--- src/rtl/score_keeper_pkg.sv ---
// ============================================================================
// score_keeper_pkg : shared state encoding and widths for the score path
// Rev 1.0
// ============================================================================
`default_nettype none

package score_keeper_pkg;

  localparam int SCORE_W = 7;
  localparam int DIGIT_W = 4;

  typedef enum logic [1:0] {
    IDLE = 2'd0,
    PLAY = 2'd1,
    DONE = 2'd2
  } state_e;

endpackage

`default_nettype wire

--- src/rtl/bcd_updown_counter.sv ---
// ============================================================================
// bcd_updown_counter : two-digit BCD up/down counter, clamped to [0, LIMIT]
// Rev 1.0
// ============================================================================
`default_nettype none

module bcd_updown_counter
  import score_keeper_pkg::*;
#(
  parameter int LIMIT = 99
) (
  input  logic               clk,
  input  logic               rst,
  input  logic               clr_i,
  input  logic               inc_i,
  input  logic               dec_i,
  output logic [DIGIT_W-1:0] tens_o,
  output logic [DIGIT_W-1:0] ones_o
);

  localparam logic [DIGIT_W-1:0] C_LIM_TENS = DIGIT_W'(LIMIT / 10);
  localparam logic [DIGIT_W-1:0] C_LIM_ONES = DIGIT_W'(LIMIT % 10);

  logic [DIGIT_W-1:0] tens_q, tens_d;
  logic [DIGIT_W-1:0] ones_q, ones_d;
  logic               w_at_max;
  logic               w_at_zero;

  assign w_at_max  = (tens_q == C_LIM_TENS) && (ones_q == C_LIM_ONES);
  assign w_at_zero = (tens_q == '0) && (ones_q == '0);

  always_comb begin
    tens_d = tens_q;
    ones_d = ones_q;
    if (clr_i) begin
      tens_d = '0;
      ones_d = '0;
    end else if (inc_i && !dec_i && !w_at_max) begin
      if (ones_q == DIGIT_W'(9)) begin
        ones_d = '0;
        tens_d = tens_q + 1'b1;
      end else begin
        ones_d = ones_q + 1'b1;
      end
    end else if (dec_i && !inc_i && !w_at_zero) begin
      // ones digit borrows from tens when it wraps below zero
      if (ones_q == '0) begin
        ones_d = DIGIT_W'(9);
        tens_d = tens_q - 1'b1;
      end else begin
        ones_d = ones_q - 1'b1;
      end
    end
  end

  always_ff @(posedge clk) begin
    if (rst) begin
      tens_q <= '0;
      ones_q <= '0;
    end else begin
      tens_q <= tens_d;
      ones_q <= ones_d;
    end
  end

  assign tens_o = tens_q;
  assign ones_o = ones_q;

endmodule

`default_nettype wire

--- src/rtl/score_keeper.sv ---
// ============================================================================
// score_keeper : round FSM, saturating score, countdown timer and best score
// Rev 1.0
// ============================================================================
`default_nettype none

module score_keeper
  import score_keeper_pkg::*;
#(
  parameter int ROUND_SECS = 30,
  parameter int MAX_SCORE  = 99
) (
  input  logic               clk,
  input  logic               rst,
  input  logic               start,
  input  logic               hit,
  input  logic               miss,
  input  logic               tick_1s,
  output logic [SCORE_W-1:0] score,
  output logic [DIGIT_W-1:0] score_tens,
  output logic [DIGIT_W-1:0] score_ones,
  output logic [SCORE_W-1:0] best,
  output logic [SCORE_W-1:0] time_left,
  output logic               playing,
  output logic               game_over
);

  localparam logic [SCORE_W-1:0] C_MAX_SCORE  = SCORE_W'(MAX_SCORE);
  localparam logic [SCORE_W-1:0] C_ROUND_SECS = SCORE_W'(ROUND_SECS);

  state_e             state_q, state_d;
  logic [SCORE_W-1:0] score_q, score_d;
  logic [SCORE_W-1:0] time_q,  time_d;
  logic [SCORE_W-1:0] best_q,  best_d;
  logic               playing_q;
  logic               game_over_q;
  logic               w_clr;
  logic               w_inc;
  logic               w_dec;

  always_comb begin
    state_d = state_q;
    score_d = score_q;
    time_d  = time_q;
    best_d  = best_q;
    w_clr   = 1'b0;
    w_inc   = 1'b0;
    w_dec   = 1'b0;
    case (state_q)
      IDLE: begin
        if (start) begin
          state_d = PLAY;
          w_clr   = 1'b1;
          score_d = '0;
          time_d  = C_ROUND_SECS;
        end
      end
      PLAY: begin
        // the same gated strobes drive binary and BCD so they never diverge
        w_inc = hit && !miss && (score_q != C_MAX_SCORE);
        w_dec = miss && !hit && (score_q != '0);
        if (w_inc) begin
          score_d = score_q + 1'b1;
        end else if (w_dec) begin
          score_d = score_q - 1'b1;
        end
        if (tick_1s && (time_q != '0)) begin
          time_d = time_q - 1'b1;
          if (time_q == SCORE_W'(1)) begin
            state_d = DONE;
          end
        end
      end
      DONE: begin
        if (score_q > best_q) begin
          best_d = score_q;
        end
        state_d = IDLE;
      end
      default: begin
        state_d = IDLE;
      end
    endcase
  end

  always_ff @(posedge clk) begin
    if (rst) begin
      state_q     <= IDLE;
      score_q     <= '0;
      time_q      <= '0;
      best_q      <= '0;
      playing_q   <= 1'b0;
      game_over_q <= 1'b0;
    end else begin
      state_q     <= state_d;
      score_q     <= score_d;
      time_q      <= time_d;
      best_q      <= best_d;
      playing_q   <= (state_d == PLAY);
      game_over_q <= (state_q == DONE);
    end
  end

  bcd_updown_counter #(
    .LIMIT (MAX_SCORE)
  ) u_digits (
    .clk    (clk),
    .rst    (rst),
    .clr_i  (w_clr),
    .inc_i  (w_inc),
    .dec_i  (w_dec),
    .tens_o (score_tens),
    .ones_o (score_ones)
  );

  assign score     = score_q;
  assign best      = best_q;
  assign time_left = time_q;
  assign playing   = playing_q;
  assign game_over = game_over_q;

endmodule

`default_nettype wire

--- config.mk ---
export PLATFORM = sky130hd
export DESIGN_NAME = score_keeper
export DESIGN_NICKNAME = d
export VERILOG_FILES = /design/src/rtl/score_keeper_pkg.sv /design/src/rtl/bcd_updown_counter.sv /design/src/rtl/score_keeper.sv
export SDC_FILE = /design/constraint.sdc
export NUM_CORES = 1
export LEC_CHECK = 0
export ABC_AREA = 1
export CELL_PAD_IN_SITES_DETAIL_PLACEMENT = 1
export CELL_PAD_IN_SITES_GLOBAL_PLACEMENT = 2
export CORE_ASPECT_RATIO = 1.25
export CORE_MARGIN = 3
export CORE_UTILIZATION = 31
export CTS_CLUSTER_DIAMETER = 100
export CTS_CLUSTER_SIZE = 30
export DETAILED_ROUTE_END_ITERATION = 7
export GPL_TIMING_DRIVEN = 0
export HOLD_SLACK_MARGIN = 0.06
export PLACE_DENSITY_LB_ADDON = 0.1
export SETUP_SLACK_MARGIN = 0.4
export SLEW_MARGIN = 20
export SYNTH_ARGS = -nofsm -noshare
export SYNTH_HDL_FRONTEND = slang
export SYNTH_SLANG_ARGS = --single-unit
--- constraint.sdc ---
create_clock -name clk -period 3.4 [get_ports clk]
set_clock_uncertainty 0.15 [all_clocks]
set_input_delay 0.51 -clock clk [delete_from_list [all_inputs] [get_ports clk]]
set_output_delay 0.51 -clock clk [all_outputs]
set_load 0.01 [all_outputs]
Yosys cells after proc, flatten, opt, wreduce, memory -nomap -nowiden:

Cells that the tools add are included.
W data, S select, Z words.

* register bits after elaboration: 33
* latch bits: 0
* memory bits (writable): 0
* memory bits (read-only): 0
* output and inout port bits: 31
* memories: 0

* $add $sub $neg: 7
* multipliers: 0
* divide/modulo/power cells: 0
* $lt $le $gt $ge: 1
* eq/ne operators: 11
* shifts and indexed selects: 0
* muxes and demuxes: 23
* bitwise gates (word level): 0
* reductions and logical operators: 30

Operators by type and width (number)
* $mux W7: 5
* $mux W4: 8
* $pmux W7 S2: 2
* $reduce_bool A7 Y1: 2
* $sub A7 B1 Y7 const B: 2
* $logic_and A1 B1 Y1: 11
* $reduce_and A3 Y1: 3
* $add A4 B1 Y4 const B: 2
* $eq A4 B4 Y1 const B: 2
* $logic_not A4 Y1: 2
* $sub A4 B1 Y4 const B: 2
* $add A7 B1 Y7 const B: 1
* $eq A7 B1 Y1 const B: 1
* $gt A7 B7 Y1: 1
* $ne A7 B7 Y1 const B: 1
* $logic_not A1 Y1: 6
* $mux W2: 3
* $ne A2 B2 Y1 const B: 3
* $reduce_bool A2 Y1: 3
* $eq A2 B1 Y1 const B: 2
* $mux W1: 4
* $pmux W2 S2: 1
* $ne A3 B3 Y1 const B: 1
* $eq A2 B2 Y1 const B: 1
* other kinds (3): 3

Longest topological paths before layout:

Gate-level depths: netlist (run 1).

* depth after elaboration: 9
* depth in mapped cells: 14

Cells and area by module:

From an unflattened synthesis (run 1), not the netlist that was laid out.

* cell total of the unflattened synthesis: 350
* area, all modules: 2339.7 µm²

Modules (own cells, without submodules)
* score_keeper: times used 1, cells each 246, area an instance 1666.6 µm², seq. area each 500.5 µm²
* bcd_updown_counter: times used 1, cells each 104, area an instance 673.1 µm², seq. area each 160.2 µm²

Worst setup path before layout (run 1):

No wires, ideal clock.

* path kind: input port to flip-flop
* from: in miss
* to: reg score_q[6], in the netlist score[6]
* library setup time: 0.132 ns
* arrival: 2.039 ns
* data required time: 3.118 ns
* path slack: 1.079 ns
* cell stages on the path: 13
* path buffers: 0
* cells stage by stage: inv_1 nand2_1 inv_1 nand2_1 ha_1 nand3_1 nand3_1 nand2_1 a21oi_1 nor2_1 or2_2 nand4_1 a21oi_1

* word-level cells in the longest chain between the ends: 5
* elaborated cells on any way between the ends: 9
* classes of those cells: eq/ne: 1; mux: 2; reduce/logical: 6

Ends and longest elaborated chain
* start, declared: line score_keeper.sv:17 `input logic miss,`
* $logic_not A1 Y1: line score_keeper.sv:60 `w_inc = hit && !miss && (score_q != C_MAX_SCORE);`
* $logic_and A1 B1 Y1 (2 in series): line score_keeper.sv:60
* $ne A3 B3 Y1 (no source line) / $mux W7 (equally long branches)
* $reduce_and A3 Y1 (no source line) / $pmux W7 S2 (equally long branches)
* end signal, assigned: line score_keeper.sv:96 `score_q <= score_d;`
* end, declared: line score_keeper.sv:32 `logic [SCORE_W-1:0] score_q, score_d;`

Several ways; a longest one is shown, not always the timed one.
A chain may end at the register's enable or synchronous reset.

Worst setup path after layout (run 1):

* from: in hit
* to: reg score_q[6], in the netlist score[6]

* word-level cells in the longest chain between the ends: 5
* elaborated cells on any way between the ends: 9
* classes of those cells: eq/ne: 1; mux: 2; reduce/logical: 6

Ends and longest elaborated chain
* start, declared: line score_keeper.sv:16 `input logic hit,`
* $logic_not A1 Y1: line score_keeper.sv:61 `w_dec = miss && !hit && (score_q != '0);`
* $logic_and A1 B1 Y1 (2 in series): line score_keeper.sv:61
* $ne A3 B3 Y1 (no source line)
* $reduce_and A3 Y1 (no source line)

Several ways; a longest one is shown, not always the timed one.

==> metrics.md, run 1 <==
| Metric | Value |
|---|---|
| Via count of the first global-routing pass | 2,083 |
| Post-synthesis cell area | 2066 um2 |
| H-tree depth | 2 |
| Synth unique cells | 37 |
| GP Congestion | 0.8008 |
| Startpoint Class | input pin |
| Most frequent cells in the layout | 53 x nand2_1, 39 x inv_1, 36 x clkdlybuf4s50_1, 33 x dfxtp_1, 32 x a21oi_1 |
| Fin crit share | 83.13% |
| Clock Sinks | 33 |
| VDD IR max | 177.8 uV |
| Yosys warnings | 0 |
| Setup TNS | 0 ns |
| PD cells | 424.5 nW/um2 |
| Ports | 37 |
| Reg2Reg Setup Slack | 0.67 ns |
| Root buf cell | clkbuf_8 |
| Initial antenna violation count | 0 |
| Critical R2R Capture | score[6] |
| Syn Area/Cell | 7.002 um2 |
| Drt pass-1 iters | 4 |
| Total global-route track usage | 15.73% |
| Nets | 362 |
| Syn Inst Count | 295 |
| DRC | 0 |
| Clock Latency Late Sink | 0.28 ns |
| Remaining Overflow, GRT | 0 |
| Mux contribution to synthesized area | 0% |
| N_diodes | 0 |
| Layout cells sized above 1 | 7.375% |
| Die area | 7685 um2 |
| ANT nets after route | 0 |
| Die Y | 97.27 um |
| Hold buffer count at cts | 0 |
| Setup bufs post-CTS | 0 |
| Worst r2r src | score[1] |
| Vias per cell | 4.814 |
| Syn Nets | 319 |
| WL/cell | 13.29 um |
| Post-synthesis sequential area ratio | 31.98% |
| Synth Area in Simple Gates | 27.92% |
| Reg2Reg Depth | 13 |
| CP Max Fanout | 8 |
| WP data arrival | 2.82 ns |
| Tmin final | 2.826 ns |
| Post-CTS sizing | 0 |
| RSZ-0062 raised after global routing | no |
| Post-Synth Adder-Cell Area | 11.27% |
| First-pass GRT wire length | 9.811 mm |
| Final Util | 41.87% |
| Rel. slew slack | 55.49% |
| Number of synthesized register bits | 33 |
| Largest family of logic cells by synthesized area | simple AND/OR/NAND/NOR gates |
| Starting DRT DRC Count | 59 |
| Routed WL | 5.637 mm |
| Largest net degree at the start of global routing | 11 |
| Start point of the critical path | hit |
| Post-DP HPWL | 4.380 mm |
| Clock Path Buffers | 2 |
| Worst-Margin Slew | 0.6652 ns |
| CP Class | in2reg |
| Reg clk slew, reported paths | 0.07 ns |
| Core area | 6326 um2 |
| DR vias | 2,041 |
| Post-Synth XOR/XNOR Area | 1.696% |
| Final setup fails | 0 |
| Slew Viols, Final | 0 |
| Starting Density | 32.65% |
| Row cnt | 32 |
| P&R area growth vs syn | 28.23% |
| Setup crit end kind | register |
| Hold Path Class | reg2reg |
| Fin. Hold Viols | 0 |
| Die X | 79.02 um |
| CP endpoint | score[6] |
| Compound-Gate Fraction of Synth Area | 18.17% |
| P_leak | 1.107 nW |
| Max-Cap Viols | 0 |
| Port-buffer cells | 36 |
| Commonest non-fill, non-tap cell in the layout | nand2_1 |
| Status | finished clean |
| WP data required | 3.40 ns |
| Fmax | 0.3538 GHz |
| CTS tree | built |
| TritonCTS buffer count | 5 |
synth_stat cells (all sizes together):
cell     n  area (um2)
xnor2    2       17.52
or2      3       18.78
a311oi   1       8.760
o211ai   1       7.510
nand3b   2       15.01
nor3b    2       15.01
xor2     2       17.52
a21boi   2       15.02
o221ai   1       8.760
dfxtp   33       660.6
a21oi   33       168.9
nand2   58       230.2
o21ai   26       133.9
and3     2       12.51
ha      17       212.7
clkbuf   2       7.510
buf      2       12.51
nand3   15       87.59
nor3     5       25.02
nor2    30       120.1
a31oi    4       25.02
nand4    6       52.55
fa       1       20.02
a211oi   1       7.510
inv     44       165.2
per-stage QoR:
stage | total power, mW | area (um2) | hold WS [ns] | worst slack (ns) | cells
2_1_floorplan | 0.6381 | 2066 | 0.3384 | 1.079 | 295
3_3_place_gp | 0.7415 | 2532 | 0.3188 | 0.2974 | 416
3_5_place_dp | 0.7459 | 2532 | 0.3244 | 0.2738 | 416
4_1_cts | 1.143 | 2649 | 0.3416 | 0.5846 | 424
5_1_grt | 1.206 | 2649 | 0.3563 | 0.4051 | 424
6_report | 1.124 | 2649 | 0.3347 | 0.5735 | 424
per-layer routing:
layer / GRT usage (%) / vias up / part of all wire (%)
li1: - / 1066 / -
met1: 19.70 / 944 / 47
met2: 27.24 / 27 / 51
met3: 2.597 / 4 / 1.8
met4: 4.630 / 0 / 0.85
met5: 0 / - / 0
kinds of logic after synthesis:
family / Yosys count
AND/OR/NAND/NOR: 123
AO/OA/AOI/OAI: 69
buffers and inverters: 48
flip-flops: 33
adder cells (fa/ha/maj): 18
XOR/XNOR: 4
area by class of cell:
cell class,instances,area (um2)
clock inverter,1,30.03
sequential,33,660.6
inverter,44,165.2
tap,85,106.4
fill,828,3677
timing repair buffer,36,360.3
buffer,4,20.02
multi-input combinational,214,1220
clock buffer,7,86.33
worst min path at each step:
stage	startpoint	cells past startpoint	end
floorplan	state_q[0]	2	state_q[1]
global placement	best[4]	2	best[4]
detailed placement	best[2]	2	best[2]
CTS	best[3]	2	best[3]
global route	best[6]	2	best[6]
finish	best[5]	2	best[5]
worst max-delay path: stages:
cell and delay (ns):
clkdlybuf4s50_1 0.48, nand2_1 0.10, inv_1 0.13, nand2_1 0.27, ha_1 0.46, nand3_1 0.09, nand3_1 0.09, nand2_1 0.07
a21oi_1 0.13, nor2_1 0.08, or2_2 0.28, nand4_1 0.07, a21oi_1 0.07
registers in the layout, summed over array words and instances (netlist names):
register and flops:
game_over 1, best 7, state_q 2, u_digits.tens_o 4, time_left 7, playing 1
u_digits.ones_o 4, score 7
power breakdown:
part | internal, mW | switching (mW)
clock | 0.239 | 0.152
sequential | 0.410 | 0.0349
combinational | 0.127 | 0.161
total | 0.776 | 0.348
No activity file was read; power rests on OpenSTA's default activity.
==> run 2, diff against run 1 <==
--- a/config.mk
+++ b/config.mk
@@ -10,7 +10,7 @@
 export CELL_PAD_IN_SITES_GLOBAL_PLACEMENT = 2
 export CORE_ASPECT_RATIO = 1.25
 export CORE_MARGIN = 3
-export CORE_UTILIZATION = 31
+export CORE_UTILIZATION = 29
 export CTS_CLUSTER_DIAMETER = 100
 export CTS_CLUSTER_SIZE = 30
 export DETAILED_ROUTE_END_ITERATION = 7
==> constraint.sdc (replaced) <==
create_clock -name clk -period 2.8 [get_ports clk]
set_clock_uncertainty 0.15 [all_clocks]
set_input_delay 0.42 -clock clk [delete_from_list [all_inputs] [get_ports clk]]
set_output_delay 0.42 -clock clk [all_outputs]
set_load 0.01 [all_outputs]
==> metrics.md, run 2 (same netlist as run 1, synthesis figures left out) <==
| Metric | Value |
|---|---|
| Hold path cells | 2 (unchanged) |
| Sequential share of power | 41.5% (was 39.6%) |
| Crit path cell chain | clkdlybuf4s50_1 -> inv_2 -> nand2_4 -> inv_4 -> nand2_8 -> ha_4 -> nand3_2 -> nand3_2 -> nand2_2 -> a21oi_2 -> nor2_2 -> or2_2 -> nand4_1 -> a21oi_1 (was clkdlybuf4s50_1 -> nand2_1 -> inv_1 -> nand2_1 -> ha_1 -> nand3_1 -> nand3_1 -> nand2_1 -> a21oi_1 -> nor2_1 -> or2_2 -> nand4_1 -> a21oi_1) |
| Slew Viols, Final | 0 (unchanged) |
| Startpoint Class | input pin (unchanged) |
| Clock Path Buffers | 2 (unchanged) |
| Ports | 37 (unchanged) |
| Largest net degree at the start of global routing | 11 (unchanged) |
| Fillers | 879 (was 828) |
| Initial antenna violation count | 0 (unchanged) |
| Critical R2R Capture | score[6] (unchanged) |
| Sw Ratio | 33.69% (was 30.95%) |
| Critical path's slowest cell | clkdlybuf4s50_1 (unchanged) |
| Post-DP Area | 2535 um2 (was 2532 um2) |
| P&R area growth vs syn | 36.71% (was 28.23%) |
| CTS tree | built (unchanged) |
| Worst path bufs/invs | 3 (was 2) |
| Via count of the first global-routing pass | 2,165 (was 2,083) |
| Drt pass-1 iters | 3 (was 4) |
| Starting DRT DRC Count | 33 (was 59) |
| Rel. slew slack | 52.54% (was 55.49%) |
| Fin. Hold Viols | 0 (unchanged) |
| PD cells | 461.2 nW/um2 (was 424.5 nW/um2) |
| WP data required | 2.80 ns (was 3.40 ns) |
| Total Power | 1.302 mW (was 1.124 mW) |
| Clock Sinks | 33 (unchanged) |
| Most common cell on crit path | nand3_2 (was nand2_1) |
| Die area | 8178 um2 (was 7685 um2) |
| Core area | 6730 um2 (was 6326 um2) |
| WP data arrival | 2.28 ns (was 2.82 ns) |
| CP endpoint | score[6] (unchanged) |
| Clock Latency Late Sink | 0.29 ns (was 0.28 ns) |
| Fin Hold WS | 0.3326 ns (was 0.3347 ns) |
| Clk network pwr share | 27.3% (was 34.8%) |
| N_diodes | 0 (unchanged) |
| Reg2Reg Setup Slack | 0.56 ns (was 0.67 ns) |
| Pint | 0.8637 mW (was 0.7764 mW) |
| Crit path depth | 14 (was 13) |
| DRC | 0 (unchanged) |
| H-tree depth | 2 (unchanged) |
| Max-Cap Viols | 0 (unchanged) |
| Status | finished clean (unchanged) |
| Delay of the slowest cell on the worst path | 0.41 ns (was 0.48 ns) |
| Start point of the critical path | miss (was hit) |
| Remaining Overflow, GRT | 0 (unchanged) |
| Worst-Margin Slew | 0.7093 ns (was 0.6652 ns) |
| DR vias | 2,108 (was 2,041) |
| Die Y | 100.4 um (was 97.27 um) |
| Most frequent cells in the layout | 49 x nand2_1, 36 x inv_1, 35 x clkdlybuf4s50_1, 31 x a21oi_1, 27 x nor2_1 (was 53 x nand2_1, 39 x inv_1, 36 x clkdlybuf4s50_1, 33 x dfxtp_1, 32 x a21oi_1) |
| Fmax | 0.4373 GHz |
| Routed WL | 6.009 mm (was 5.637 mm) |
| Row cnt | 33 (was 32) |
| Die X | 81.49 um (was 79.02 um) |
| Nets | 373 (was 362) |
| GP Congestion | 0.7613 (was 0.8008) |
| Post-DP HPWL | 4.453 mm (was 4.380 mm) |
| Total global-route track usage | 15.43% (was 15.73%) |
| Part of the power in combinational logic | 31.2% (was 25.6%) |
| VDD IR max | 193.2 uV (was 177.8 uV) |
| Tmin final | 2.287 ns |
| Reg clk slew, reported paths | 0.07 ns (about the same) |
| RSZ-0062 raised after global routing | no (unchanged) |
| Fin area | 2824 um2 (was 2649 um2) |
| ANT nets after route | 0 (unchanged) |
| Worst r2r src | score[0] (was score[1]) |
| Setup crit end kind | register (unchanged) |
| Root buf cell | clkbuf_8 (unchanged) |
| Layout cells sized above 1 | 16.86% (was 7.375%) |
| CP Max Fanout | 6 (was 8) |
| Port-buffer cells | 36 (unchanged) |
| Starting Density | 30.69% (was 32.65%) |
| Vias per cell | 4.824 (was 4.814) |
| CP Class | in2reg (unchanged) |
| Hold Path Class | reg2reg (unchanged) |
| Reg2Reg Depth | 13 (unchanged) |
| WL/cell | 13.75 um (was 13.29 um) |
| Commonest non-fill, non-tap cell in the layout | nand2_1 (unchanged) |
| TritonCTS buffer count | 5 (unchanged) |
| First-pass GRT wire length | 9.998 mm (was 9.811 mm) |
| Final setup fails | 0 (unchanged) |
| Switching power | 0.4388 mW (was 0.3480 mW) |
| CP top delay family | simple AND/OR/NAND/NOR gates (unchanged) |
| Fin crit share | 81.68% |
| P_leak | 1.160 nW (was 1.107 nW) |
run 2: cell types whose count changed in the layout (fill, tap and decap cells not counted), sizes merged:
cell           previous run  this run
buf                       2        13
bufinv                    1         0
clkdlybuf4s50            36        35
clkinvlp                  0         1
dlygate4sd2               0         1
run 2: stage by stage:
step | std cells | util, % | setup TNS [ns] | worst slack, ns
after floorplan | 295 | - | 0 | 0.4940
after global placement | 418 | 37.67 | -0.3293 | -0.2226
after detailed placement | 418 | 37.67 | -0.5093 | -0.2899
after CTS | 429 | 40.06 | 0 | 0.4348
after global routing | 437 | 41.96 | 0 | 0.3991
final | 437 | 41.96 | 0 | 0.5130
run 2: area by class of cell:
| class | instances | area, um2 | share of cell area, % |
|---|---|---|---|
| multi-input combinational | 214 | 1320 | 46.74 |
| inverter | 44 | 167.7 | 5.937 |
| clock buffer | 7 | 76.32 | 2.703 |
| timing repair buffer | 47 | 441.7 | 15.64 |
| clock inverter | 1 | 7.507 | 0.2658 |
| sequential | 33 | 681.9 | 24.15 |
| buffer | 4 | 20.02 | 0.7089 |
| tap | 87 | 108.9 | 3.855 |
run 2: power by group through the flow:
stage / sequential, mW / combinational, mW / clock (mW)
floorplan: 0.553 / 0.222 / 0
global placement: 0.554 / 0.348 / 0
detailed placement: 0.554 / 0.354 / 0
CTS: 0.547 / 0.368 / 0.376
global route: 0.546 / 0.464 / 0.396
finish: 0.540 / 0.406 / 0.356
run 2: tightest hold or removal path: stages (launching register included):
cell	delay (ns)
dfxtp_1	0.31
inv_1	0.07
a21oi_1	0.06
run 2: how the worst min path moves through the flow:
stage	from	endpoint	slack [ns]
finish	best[3]	best[3]	0.33
CTS	best[4]	best[4]	0.34
floorplan	state_q[0]	state_q[1]	0.34
global route	score[3]	score[3]	0.36
detailed placement	best[4]	best[4]	0.33
global placement	best[4]	best[4]	0.32
run 2: per-layer routing:
metal  track usage, %  vias up  wire length (um)
met5                0        -                 0
met2            27.48       26              3178
li1                 -     1088                 -
met1            18.65      988              2622
met3            2.603        6               140
met4            4.421        0                67
run 2: what timing repair did:
action | 4_1_cts | 5_1_grt
resized for setup | 19 | 15
pin swaps | 1 | 7
hold buffers | 0 | 0
buffers inserted | 3 | 8
setup endpoints to repair | 4 | 2
==> run 3, diff against run 2 <==
==> constraint.sdc (replaced) <==
create_clock -name clk -period 2.4 [get_ports clk]
set_clock_uncertainty 0.15 [all_clocks]
set_input_delay 0.36 -clock clk [delete_from_list [all_inputs] [get_ports clk]]
set_output_delay 0.36 -clock clk [all_outputs]
set_load 0.01 [all_outputs]
==> metrics.md, run 3 (same netlist as run 1, synthesis figures left out) <==
| Metric | Value |
|---|---|
| Pint | 1.046 mW (was 0.8637 mW) |
| DRC | 0 (unchanged) |
| Commonest non-fill, non-tap cell in the layout | nand2_1 (unchanged) |
| Setup TNS | 0 ns (unchanged) |
| Largest net degree at the start of global routing | 11 (unchanged) |
| Clock Latency Late Sink | 0.29 ns (about the same) |
| H-tree depth | 2 (unchanged) |
| Fin cells | 453 (was 437) |
| Routed WL | 6.242 mm (was 6.009 mm) |
| Reg2Reg Setup Slack | 0.37 ns (was 0.56 ns) |
| Switching power | 0.5509 mW (was 0.4388 mW) |
| CP Class | reg2reg (was in2reg) |
| Worst-Margin Slew | 0.5635 ns (was 0.7093 ns) |
| DR vias | 2,210 (was 2,108) |
| Die Y | 100.4 um (unchanged) |
| Final Util | 45.62% (was 41.96%) |
| N_diodes | 0 (unchanged) |
| Fillers | 839 (was 879) |
| Setup ws final | 0.3733 ns (was 0.5130 ns) |
| Die X | 81.49 um (unchanged) |
| ANT nets after route | 0 (unchanged) |
| WL/cell | 13.78 um (was 13.75 um) |
| Vias per cell | 4.879 (was 4.824) |
| First-pass GRT wire length | 10.39 mm (was 9.998 mm) |
| Port-buffer cells | 36 (unchanged) |
| Core area | 6730 um2 (unchanged) |
| Row cnt | 33 (unchanged) |
| Layout cells sized above 1 | 28.14% (was 16.86%) |
| Hold Path Class | reg2reg (unchanged) |
| Hold buffer count at cts | 0 (unchanged) |
| Fin Hold WS | 0.3265 ns (was 0.3326 ns) |
| WP data arrival | 2.03 ns (was 2.28 ns) |
| Starting Density | 30.69% (unchanged) |
| Clock Path Buffers | 2 (unchanged) |
| RSZ-0062 raised after global routing | yes (was no) |
| Clk network pwr share | 26.5% (was 27.3%) |
| Startpoint Class | register (was input pin) |
| TritonCTS buffer count | 5 (unchanged) |
| Reg clk slew, reported paths | 0.08 ns (was 0.07 ns) |
| Post-DP HPWL | 4.414 mm (was 4.453 mm) |
| Starting DRT DRC Count | 53 (was 33) |
| GP Congestion | 0.7431 (was 0.7613) |
| DP Cell Count | 418 (unchanged) |
| Max-Cap Viols | 0 (unchanged) |
| Most frequent cells in the layout | 43 x nand2_1, 35 x inv_1, 34 x clkdlybuf4s50_1, 27 x a21oi_1, 26 x buf_4 (was 49 x nand2_1, 36 x inv_1, 35 x clkdlybuf4s50_1, 31 x a21oi_1, 27 x nor2_1) |
| Final setup fails | 0 (unchanged) |
| Root buf cell | clkbuf_8 (unchanged) |
| Total global-route track usage | 16.15% (was 15.43%) |
| Initial antenna violation count | 0 (unchanged) |
| P_leak | 1.284 nW (was 1.160 nW) |
| Tmin final | 2.027 ns |
| PD cells | 520.0 nW/um2 (was 461.2 nW/um2) |
| Status | finished clean (unchanged) |
| WP data required | 2.40 ns (was 2.80 ns) |
| Sequential share of power | 38.8% (was 41.5%) |
| VDD IR max | 209.4 uV (was 193.2 uV) |
| P&R area growth vs syn | 48.64% (was 36.71%) |
| Die area | 8178 um2 (unchanged) |
| Remaining Overflow, GRT | 0 (unchanged) |
| Rel. slew slack | 62.44% (was 52.54%) |
| Slew Viols, Final | 0 (unchanged) |
| Nets | 389 (was 373) |
| Sw Ratio | 34.50% (was 33.69%) |
| Setup slack at placement | -0.3138 ns (was -0.2899 ns) |
| Part of the power in combinational logic | 34.6% (was 31.2%) |
| CP Max Fanout | 7 (was 6) |
| Ports | 37 (unchanged) |
| Clock Sinks | 33 (unchanged) |
| Fmax | 0.4934 GHz |
| Drt pass-1 iters | 4 (was 3) |
| Via count of the first global-routing pass | 2,201 (was 2,165) |
| Fin crit share | 84.45% |
| Setup crit end kind | register (unchanged) |
| Fin. Hold Viols | 0 (unchanged) |
| CTS tree | built (unchanged) |
## run 3: cell types whose count changed in the layout (fill, tap and decap cells not counted), sizes merged
cell / change
buf: +16
dlygate4sd2: +1
clkdlybuf4s50: -1
## run 3: worst paths after layout
check,start,cells past startpoint,end
hold reg to reg,best[4],2,best[4]
setup reg to reg,score[3],14,score[6]
hold / removal,best[4],2,best[4]
setup / recovery,score[3],14,score[6]
## run 3: layer usage
metal  wire length [um]  global-route usage [%]  vias to the layer above
met4                 61                   4.941                        0
met1               2701                   19.49                     1050
met5                  0                       0                        -
met2               3294                   28.61                       32
li1                   -                       -                     1123
met3                185                   2.783                        5
## run 3: through the flow
| step | power (mW) | instance area [um2] |
|---|---|---|
| after floorplan | 0.9248 | 2140 |
| after global placement | 1.075 | 2609 |
| after detailed placement | 1.079 | 2609 |
| after CTS | 1.568 | 2912 |
| after global routing | 1.717 | 3070 |
| final | 1.597 | 3070 |
## run 3: cell type report
class,count,area [um2],area share [%]
multi-input cells,214,1425,46.41
flip-flops and latches,33,696.9,22.70
repair buffers,63,558.0,18.17
inverters,44,167.7,5.460
well taps,87,108.9,3.545
clock buffers,7,76.32,2.486
plain buffers,4,30.03,0.9780
clock inverters,1,7.507,0.2445
## run 3: critical path, stage by stage (launching register included)
cell     delay (ns)
dfxtp_4        0.35
inv_2          0.06
nand2_2        0.07
nor2_4         0.12
nand2_4        0.08
nand2_8        0.10
fa_2           0.22
nand3_2        0.06
nand3_2        0.07
nand2_2        0.06
a21oi_2        0.14
nor2_2         0.05
or2_4          0.22
nand4_1        0.07
a21oi_1        0.07
## run 3: power by group through the flow
stage	logic [mW]	clock network (mW)	registers [mW]
2_1_floorplan	0.275	0	0.650
3_3_place_gp	0.424	0	0.651
3_5_place_dp	0.428	0	0.651
4_1_cts	0.508	0.441	0.619
5_1_grt	0.621	0.470	0.626
6_report	0.553	0.424	0.620
## run 3: repair_timing
| action | 4_1_cts | 5_1_grt |
|---|---|---|
| pin swaps | 12 | 6 |
| setup buffers | 20 | 6 |
| endpoints found under the setup margin | 11 | 21 |
| cloned | 0 | 1 |
| resized for setup | 23 | 32 |
==> patch 1: new RTL, settings of run 2 <==
The package constant `DIGIT_W` goes from 4 to 6.
--- a/src/rtl/score_keeper_pkg.sv
+++ b/src/rtl/score_keeper_pkg.sv
@@ -8,5 +8,5 @@
 
   localparam int SCORE_W = 7;
-  localparam int DIGIT_W = 4;
+  localparam int DIGIT_W = 6;
 
   typedef enum logic [1:0] {
Interface: changed (resized score_ones and score_tens); port bits go from 37 to 41. No check against the original RTL was run, so the function may have changed too.
==> patch 1 against run 2 <==
Routed wire length rose by 21%; worst setup slack improved by 27 ps; first-iteration DRC count rose by 52%; power rose by 25%; sequential cell count rose by 4; worst hold slack improved by 2.8 ps; die area rose by 21%; area after synthesis rose by 23%; final area rose by 20%.
==> patch 1: results <==
[run_status]
outcome = finished clean

[route]
dr.pass1.iters = 4
drt_iter0_markers = 50
vias = 2523
wl_per_cell_um = 13.9

[worst_setup_path]
reg2regPathDepth = 16
slowest_stage = dfxtp_4
max_stage_delay_ps = 360
timing.rr.end = u_digits.tens_o[5]$_SDFFE_PP0P_
r2r_start = u_digits.ones_o[1]$_SDFFE_PP0P_
rrSetupSlack_ps = 540

[place]
pre_cts_ws_ps = -151
gp_congestion = 0.768
place_inst = 513
port_buffers = 40
dpl.hpwl_um = 5650
dpl_cell_area_mm2 = 0.00308

[timing]
max_freq_ghz = 0.442
slew_headroom = 0.607

[pwr]
p_int_uw = 1070
power.total_uw = 1630
power_leakage_uw = 0.00135
power_frac_seq = 0.377
vdd_drop_max_uv = 187

[synth]
synth_edf_count = 0
synth_area_leaders = dfxtp_1 29%, nand2_1 11%, ha_1 10%
synth_fp_nets = 385
syn_avg_cell_area_um2 = 7.12
netlist-cell-type-count = 39
synth_common_cells = 74 x nand2_1, 41 x a21oi_1, 40 x inv_1
ys_seq_area_frac = 0.292

[global_route]
grt_pass1_vias = 2578
grt_max_degree = 13
globalRouteTotalUtil = 0.156
grt_pass1_wl_um = 12400

[worst_hold_path]
min_to = best[2]$_SDFFE_PP0P_

[finish]
fin_cells = 526

[cts]
clk_pin_slew_ps = 80
cts-resized-gates = 18
## patch 1: area by class of cell
cell class / instances / area, µm²
clock buffer: 6 / 82.6
inverter: 43 / 166
buffer: 4 / 35.0
sequential: 37 / 757
timing repair buffer: 45 / 443
tap: 117 / 146
clock inverter: 2 / 37.5
multi-input combinational: 272 / 1720
fill: 1038 / 4990
## patch 1: worst min-delay path, cell delays in order, from the launching register on
cell and delay [ps]:
dfxtp_1 330, nand2_1 70, a21oi_1 50
## patch 1: worst max-delay path by stage
stage	startpoint	cells past startpoint	slack (ps)	to
2_1_floorplan	u_digits.ones_o[1]$_SDFFE_PP0P_	16	460	u_digits.tens_o[5]$_SDFFE_PP0P_
3_3_place_gp	hit	15	-130	u_digits.tens_o[5]$_SDFFE_PP0P_
3_5_place_dp	hit	15	-150	u_digits.tens_o[5]$_SDFFE_PP0P_
4_1_cts	score[2]$_SDFFE_PP0P_	13	390	score[6]$_SDFFE_PP0P_
5_1_grt	u_digits.tens_o[0]$_SDFFE_PP0P_	13	350	u_digits.tens_o[5]$_SDFFE_PP0P_
6_report	u_digits.ones_o[1]$_SDFFE_PP0P_	16	540	u_digits.tens_o[5]$_SDFFE_PP0P_
## patch 1: logic make-up (layout without fill, tap and decap cells)
group                    after synthesis  count (layout)  synth area share
AND/OR/NAND/NOR                      167             167             0.316
AO/OA/AOI/OAI                         70              70             0.156
flip-flops                            37              37             0.292
XOR/XNOR                              12              12            0.0415
buffers and inverters                 47             100            0.0751
adder cells (fa/ha/maj)               23              23             0.120
## patch 1: layer usage
metal,up-vias,share of wire,track usage
met5,-,0,0
met3,8,0.024,0.0246
met4,0,0.011,0.0338
met2,35,0.51,0.276
li1,1281,-,-
met1,1199,0.45,0.192
==> patch 2: new RTL, config.mk and constraints of run 2 <==
Without the edit above. Put one more register stage on the output `time_left`, without a reset. The value now appears one clock later. The other outputs are not delayed to match.
--- a/src/rtl/score_keeper.sv
+++ b/src/rtl/score_keeper.sv
@@ -116,5 +116,7 @@
   assign score     = score_q;
   assign best      = best_q;
-  assign time_left = time_q;
+  always_ff @(posedge clk) begin
+    time_left <= time_q;
+  end
   assign playing   = playing_q;
   assign game_over = game_over_q;
Formal check against the unedited RTL: not equivalent (a bounded check fails within 4 cycles, from zero or initial values and one cycle with rst high).
==> patch 2 against run 2 <==
Worst setup slack gained 27 ps; register-to-register slack lost 20 ps; sequential cell count grew 7; power grew 4.7%; final area grew 3.3%; non-clock buffer count shrank 4; combinational power shrank 15%; clock power grew 6.5%; routed wire length shrank 2.5%; area after synthesis grew 7.5%; global-route usage shrank 1.8 points; highest routed layer unchanged.
==> patch 2: results <==
[run_status]
outcome = finished clean

[place]
place_inst = 436
dpl.hpwl_um = 4470
pre_cts_ws_ps = -81.3
dpl_cell_area_mm2 = 0.00270
gp_congestion = 0.722

[worst_setup_path]
slowest_stage = dfxtp_2
worstPathArrival_ps = 2330
path_max_fanout = 8
max_stage_delay_ps = 410

[pwr]
vdd_drop_max_uv = 161
pg_seq_uw = 640
power_leakage_uw = 0.00125
combPwrFrac = 0.253
p_int_uw = 925
p_sw_uw = 438

[synth]
synth_area_leaders = dfxtp_1 36%, nand2_1 11%, ha_1 9.6%
synth_fa_ha_area_frac = 0.105
synth_common_cells = 63 x nand2_1, 42 x inv_1, 40 x dfxtp_1
yosys.area_share.xor_xnor = 0.0197
synth_compound_area_frac = 0.175
async_flop_share = 0
synthCells = 308
yosysWarnings = 0
ys_seq_area_frac = 0.361
netlist-cell-type-count = 36

[route]
routed_wl_um = 5860
m1WireLength_um = 2590
drt_iter0_markers = 56
wl_met3_um = 165
dr_wl_met2_um = 3020
vias_per_cell = 4.78

[global_route]
grt_util_met1 = 0.162
met2_usage = 0.245
grt_max_degree = 13
grt_pass1_wl_um = 9770
globalRouteTotalUtil = 0.136
use_met3 = 0.0255
grt_pass1_vias = 2115

[finish]
drive_gt1_frac = 0.145
fin_cells = 451
nets = 383

[cts]
numCtsBuffers = 5

[timing]
slew_headroom = 0.673
patch 2: cell type report:
type	count	area [µm²]	share of cell area
multi-input combinational	218	1280	0.438
sequential	40	822	0.282
timing repair buffer	44	422	0.145
inverter	47	179	0.0613
tap	92	115	0.0395
clock buffer	5	68.8	0.0236
buffer	3	18.8	0.00644
clock inverter	2	12.5	0.00429
patch 2: repair_timing:
action,CTS,global route
resized for setup,10,18
gates cloned,0,0
setup endpoints to repair,2,3
pin swaps,0,5
buffers inserted,0,8
patch 2: final timing paths:
check                              start               endpoint  slack [ps]  cells after the start
setup / recovery   score[6]$_SDFFE_PP0P_  score[6]$_SDFFE_PP0P_         540                     12
hold / removal    time_q[5]$_SDFFE_PP0P_   time_left[5]$_DFF_P_         200                      0
setup reg to reg   score[6]$_SDFFE_PP0P_  score[6]$_SDFFE_PP0P_         540                     12
hold reg to reg   time_q[5]$_SDFFE_PP0P_   time_left[5]$_DFF_P_         200                      0
